--- config.mk ---
export PLATFORM = sky130hd
export DESIGN_NAME = image_engine
export DESIGN_NICKNAME = d
export VERILOG_FILES = /design/src/rtl/image_engine.sv
export SDC_FILE = /design/constraint.sdc
export NUM_CORES = 1
export LEC_CHECK = 0
export CORE_MARGIN = 5
export CORE_UTILIZATION = 61
export DETAILED_ROUTE_END_ITERATION = 10
export HOLD_SLACK_MARGIN = 0.15
export PLACE_DENSITY_LB_ADDON = 0.08
export RECOVER_POWER = 100
export SLEW_MARGIN = 5
export SYNTH_ARGS = -nofsm -noshare
export SYNTH_HDL_FRONTEND = slang
export SYNTH_SLANG_ARGS = --single-unit
--- constraint.sdc ---
create_clock -name clk -period 8.7 [get_ports clk]
set_input_delay 1.74 -clock clk [delete_from_list [all_inputs] [get_ports clk]]
set_output_delay 1.74 -clock clk [all_outputs]
set_load 0.01 [all_outputs]
--- src/rtl/image_engine.sv ---
`default_nettype none
// image_engine: in-place vertical/horizontal mirror, grayscale or invert over an IMG_H x IMG_W RGB frame buffer.
// Rev 1.0 -- shared row/col address, one-cycle-latency read port, registered write port.
module image_engine #(
  parameter int IMG_W = 64,
  parameter int IMG_H = 64,
  parameter int CH_W  = 8,
  parameter int COL_W = $clog2(IMG_W),
  parameter int ROW_W = $clog2(IMG_H)
) (
  input  logic              clk,
  input  logic              rst,
  input  logic              start,
  input  logic [1:0]        mode,
  input  logic [3*CH_W-1:0] in_pix,
  output logic [ROW_W-1:0]  row,
  output logic [COL_W-1:0]  col,
  output logic              out_we,
  output logic [3*CH_W-1:0] out_pix,
  output logic              busy,
  output logic              done
);

  localparam int PIX_W = 3 * CH_W;
  localparam logic [COL_W-1:0] W_MAX      = COL_W'(IMG_W - 1);
  localparam logic [COL_W-1:0] W_HALF_END = COL_W'(IMG_W / 2 - 1);
  localparam logic [ROW_W-1:0] H_MAX      = ROW_W'(IMG_H - 1);
  localparam logic [ROW_W-1:0] H_HALF_END = ROW_W'(IMG_H / 2 - 1);

  typedef enum logic [2:0] {IDLE, RD_A, RD_B, CAP, WR_A, WR_B, DONE} state_t;

  state_t             state;
  logic [1:0]         op;
  logic [ROW_W-1:0]   r_idx;
  logic [COL_W-1:0]   c_idx;
  logic [PIX_W-1:0]   pix_a;

  logic               mirror;
  logic [ROW_W-1:0]   b_row;
  logic [COL_W-1:0]   b_col;
  logic               c_wrap;
  logic               last;
  logic [ROW_W-1:0]   next_r;
  logic [COL_W-1:0]   next_c;
  logic [CH_W-1:0]    ch_r, ch_g, ch_b, mx, mn;
  logic [CH_W:0]      gsum;
  logic [PIX_W-1:0]   f_pix;

  // Partner address and loop bounds depend on the latched operation.
  always_comb begin
    mirror = ~op[1];
    b_row  = (op == 2'd0) ? H_MAX - r_idx : r_idx;
    b_col  = (op == 2'd1) ? W_MAX - c_idx : c_idx;
    c_wrap = (c_idx == ((op == 2'd1) ? W_HALF_END : W_MAX));
    last   = c_wrap && (r_idx == ((op == 2'd0) ? H_HALF_END : H_MAX));
    next_c = c_wrap ? '0 : c_idx + COL_W'(1);
    next_r = c_wrap ? r_idx + ROW_W'(1) : r_idx;
  end

  // Grayscale midpoint of the channel range; the extra sum bit keeps the carry.
  always_comb begin
    ch_r = in_pix[3*CH_W-1 -: CH_W];
    ch_g = in_pix[2*CH_W-1 -: CH_W];
    ch_b = in_pix[CH_W-1:0];
    mx = ch_r;
    mn = ch_r;
    if (ch_g > mx) mx = ch_g;
    if (ch_b > mx) mx = ch_b;
    if (ch_g < mn) mn = ch_g;
    if (ch_b < mn) mn = ch_b;
    gsum  = {1'b0, mx} + {1'b0, mn};
    f_pix = (op == 2'd2) ? {3{gsum[CH_W:1]}} : ~in_pix;
  end

  always_ff @(posedge clk) begin
    if (rst) begin
      state   <= IDLE;
      op      <= 2'd0;
      r_idx   <= '0;
      c_idx   <= '0;
      pix_a   <= '0;
      row     <= '0;
      col     <= '0;
      out_we  <= 1'b0;
      out_pix <= '0;
      busy    <= 1'b0;
      done    <= 1'b0;
    end else begin
      out_we <= 1'b0;
      done   <= 1'b0;
      case (state)
        IDLE: begin
          if (start) begin
            op    <= mode;
            busy  <= 1'b1;
            r_idx <= '0;
            c_idx <= '0;
            row   <= '0;
            col   <= '0;
            state <= RD_A;
          end
        end
        RD_A: begin
          if (mirror) begin
            row   <= b_row;
            col   <= b_col;
            state <= RD_B;
          end else begin
            state <= CAP;
          end
        end
        RD_B: begin
          pix_a <= in_pix;
          state <= CAP;
        end
        CAP: begin
          out_we <= 1'b1;
          state  <= WR_A;
          if (mirror) begin
            row     <= r_idx;
            col     <= c_idx;
            out_pix <= in_pix;
          end else begin
            out_pix <= f_pix;
          end
        end
        WR_A, WR_B: begin
          if (state == WR_A && mirror) begin
            row     <= b_row;
            col     <= b_col;
            out_we  <= 1'b1;
            out_pix <= pix_a;
            state   <= WR_B;
          end else if (last) begin
            busy  <= 1'b0;
            done  <= 1'b1;
            state <= DONE;
          end else begin
            r_idx <= next_r;
            c_idx <= next_c;
            row   <= next_r;
            col   <= next_c;
            state <= RD_A;
          end
        end
        DONE: state <= IDLE;
        default: state <= IDLE;
      endcase
    end
  end

endmodule
`default_nettype wire
==> key figures <==
GRT
  • Total GRT Usage: 0.2886
  • Global-route wire length before repair: 24,450 µm
  • Antenna violations before repair: 0
  • Vias in the first global route: 5,089
  • Overflow after GRT: 0
  • Largest net degree at the start of global routing: 80

Logic synthesis
  • Synth Area in XOR/XNOR: 0.01162
  • Main combinational cell family by area after synthesis: compound AO/OA/AOI/OAI gates
  • Ys flop type: dfxtp_1
  • Synth Area in Simple Gates: 0.2264
  • Post-synthesis sequential area ratio: 0.3035
  • Post-Syn Area: 0.005278 mm²
  • Mapped Nets: 776
  • Mapped Cells: 714
  • Compound-cell area share of the yosys netlist: 0.2781
  • Synthesized area per cell: 7.392 µm²
  • Post-Synth Adder-Cell Area: 0.07966
  • Cell variety after synth: 63
  • Seq cells post-synth: 80
  • Share of synthesized area spent on multiplexers: 0.04955
  • Asr flop ratio synth: 0
  • Post-synth EDFFs: 0
  • Synth warn: 0

Power and ir drop
  • Switching Fraction: 0.3761
  • Sequential power share: 0.378
  • Clock group share of total power: 0.256
  • Peak supply drop: 0.09634 mV
  • Pwr dens: 171.0 mW/mm²
  • P_sw: 0.3947 mW
  • Logic gate share of total power: 0.366
  • Cell internal pwr: 0.6549 mW
  • Leakage: 2.544 nW

STA
  • Clk_skew: 12.90 ps
  • Fin. max-slew vios: 0
  • Hold Vio Cnt, Final: 0
  • Final period util: 0.9274
  • Max Fclk: 0.1239 GHz
  • Worst slew pin tran: 1093 ps
  • Worst slew margin: 0.2678
  • Tmin final: 8069 ps
  • Unrepaired setup endpoints after global routing: false
  • WHS: 454.2 ps
  • Setup WS post-layout: 631.4 ps
  • # setup viols final: 0
  • Setup tns final: 0 ps

Floorplanning
  • Starting Density: 0.6142
  • Row cnt: 34
  • Ports: 68
  • Core ar.: 0.008593 mm²
  • DIE HEIGHT: 103.0 µm
  • Die W: 103.0 µm
  • Die area: 0.01061 mm²

Route
  • Final ANT Viol Nets: 0
  • Starting DRT DRC Count: 461
  • Routed wire length: 14,960 µm
  • Residual DRC: 0
  • Initial DRT Pass Iterations: 5
  • Vias per Instance: 6.248
  • Via count: 5,442
  • Routed len/inst: 17.18 µm

CTS
  • Hold-fix buffers, CTS: 0
  • Skew-Pair Late Insertion Delay: 360 ps
  • CTS root buffer: clkbuf_8
  • Post-CTS Resized: 0
  • H-tree depth: 3
  • CTS tree: done
  • Clock-pin slew of the registers on the worst-case setup and hold paths: 90 ps
  • Setup bufs post-CTS: 0
  • Clk sinks: 80
  • Num CTS Buffers: 9
  • Max Buffers Root-to-Sink: 2

Setup path
  • Critical path launch point type: primary input
  • Largest fanout on the critical path: 17
  • Largest delay share family, worst path: compound AO/OA/AOI/OAI gates
  • Endpoint class of the critical path: flop
  • CP bufs+invs: 2
  • Worst EP required: 8900 ps
  • Type of the worst setup path: in -> reg
  • Crit-path max cell delay: 860 ps
  • Max stage delay cell, worst path: o211ai_1
  • Arrival @ worst endpoint: 8270 ps

Place
  • IO buf count: 67
  • HPWL after detailed placement: 10,750 µm
  • Pre-CTS WS: 365.5 ps
  • RePlAce Congestion: 0.9695
  • Placed cell areas: 0.005973 mm²

Layout
  • Fin area: 0.006140 mm²
  • Final nets: 820
  • Final core utilization: 0.7145
  • Fraction of layout cells with a size suffix above 1: 0.05767
  • Ant. Diodes: 0
  • Area grow syn2layout: 16.33%

Outcome
  • Status: complete, no violations

Run
  • Max-Cap Viols: 0

Hold path
  • Class of the worst hold path: reg -> reg
-- per-stage QoR --
| step | total power, mW | cells |
|---|---|---|
| after floorplan | 0.6831 | 714 |
| after global placement | 0.7831 | 855 |
| after detailed placement | 0.7895 | 855 |
| after CTS | 1.055 | 871 |
| after global routing | 1.114 | 871 |
| final | 1.050 | 871 |
-- worst paths after layout --
path,startpoint,end,slack [ps],depth (start not counted)
max,in_pix[17],out_pix[21]$_SDFFE_PP0P_,630,25
min,out_pix[17]$_SDFFE_PP0P_,out_pix[17]$_SDFFE_PP0P_,450,2
max reg2reg,op[1]$_SDFFE_PP0P_,row[2]$_SDFFE_PP0P_,5510,10
min reg2reg,out_pix[17]$_SDFFE_PP0P_,out_pix[17]$_SDFFE_PP0P_,450,2
-- layout make-up --
type,instances,area (µm²)
inverters,23,86.33
flip-flops and latches,80,1602
fillers,738,2454
clock buffers,10,137.6
multi-input cells,567,3392
well taps,108,135.1
repair buffers,77,737.0
clock inverters,6,50.05
-- synthesized netlist by cell type (all sizes together) (6+ instances only) --
master	instances	area, µm²
nand2	100	375.4
nand2b	10	62.56
nand3	10	50.05
clkbuf	39	146.4
nor2b	6	45.04
a21oi	104	528.0
a21o	9	67.56
o21ai	42	210.2
mux2i	25	250.2
a211oi	11	87.58
ha	32	400.4
and3	11	68.82
dfxtp	80	1602
inv	23	86.33
o211ai	12	95.09
nor2	92	345.3
a22oi	17	127.6
nor3	10	50.05
-- state kept, by name, indices dropped and copies added, names as in the netlist --
register / cells
r_idx: 6
done: 1
row: 6
pix_a: 24
out_we: 1
op: 2
out_pix: 24
state: 3
col: 6
c_idx: 6
busy: 1
-- cells in the final DEF, fill, tap and decap left out, drive strengths merged, types with 6 or more instances in the layout --
cell | Yosys | routed
clkbuf | 39 | 11
ha | 32 | 32
dlygate4sd3 | 0 | 41
a211oi | 11 | 11
mux2i | 25 | 25
nand2 | 100 | 100
a21o | 9 | 9
a22oi | 17 | 17
o21ai | 42 | 42
and3 | 11 | 11
a21oi | 104 | 104
nand2b | 10 | 10
nor2b | 6 | 6
clkdlybuf4s50 | 0 | 25
o211ai | 12 | 12
dfxtp | 80 | 80
inv | 23 | 25
nor2 | 92 | 92
nand3 | 10 | 10
nor3 | 10 | 10
buf | 5 | 10
-- metal layers --
metal | share of wire | track usage | vias to the layer above
met5 | 0 | 0 | -
li1 | - | - | 2655
met1 | 0.43 | 0.3627 | 2565
met4 | 0.028 | 0.1106 | 0
met2 | 0.48 | 0.4909 | 185
met3 | 0.060 | 0.05142 | 37
-- cell families (layout without fill, tap and decap cells) --
| logic type | count (synthesis) | in the layout |
|---|---|---|
| AO/OA/AOI/OAI | 233 | 233 |
| adder cells (fa/ha/maj) | 33 | 33 |
| buffers and inverters | 67 | 116 |
| multiplexers | 26 | 26 |
| AND/OR/NAND/NOR | 268 | 268 |
| flip-flops | 80 | 80 |
| XOR/XNOR | 7 | 7 |
-- power groups by stage --
stage / Clock [mW] / Sequential [mW] / Combinational, mW
after global placement: 0 / 0.404 / 0.379
after detailed placement: 0 / 0.405 / 0.385
final: 0.269 / 0.396 / 0.384
after floorplan: 0 / 0.403 / 0.280
after CTS: 0.271 / 0.396 / 0.388
after global routing: 0.290 / 0.398 / 0.426
-- tightest hold or removal path: stages, from the launching register on --
cell and delay [ps]:
dfxtp_1 320, nand2_1 50, a21oi_1 50
Note: power is estimated with default switching activity, not from simulation.
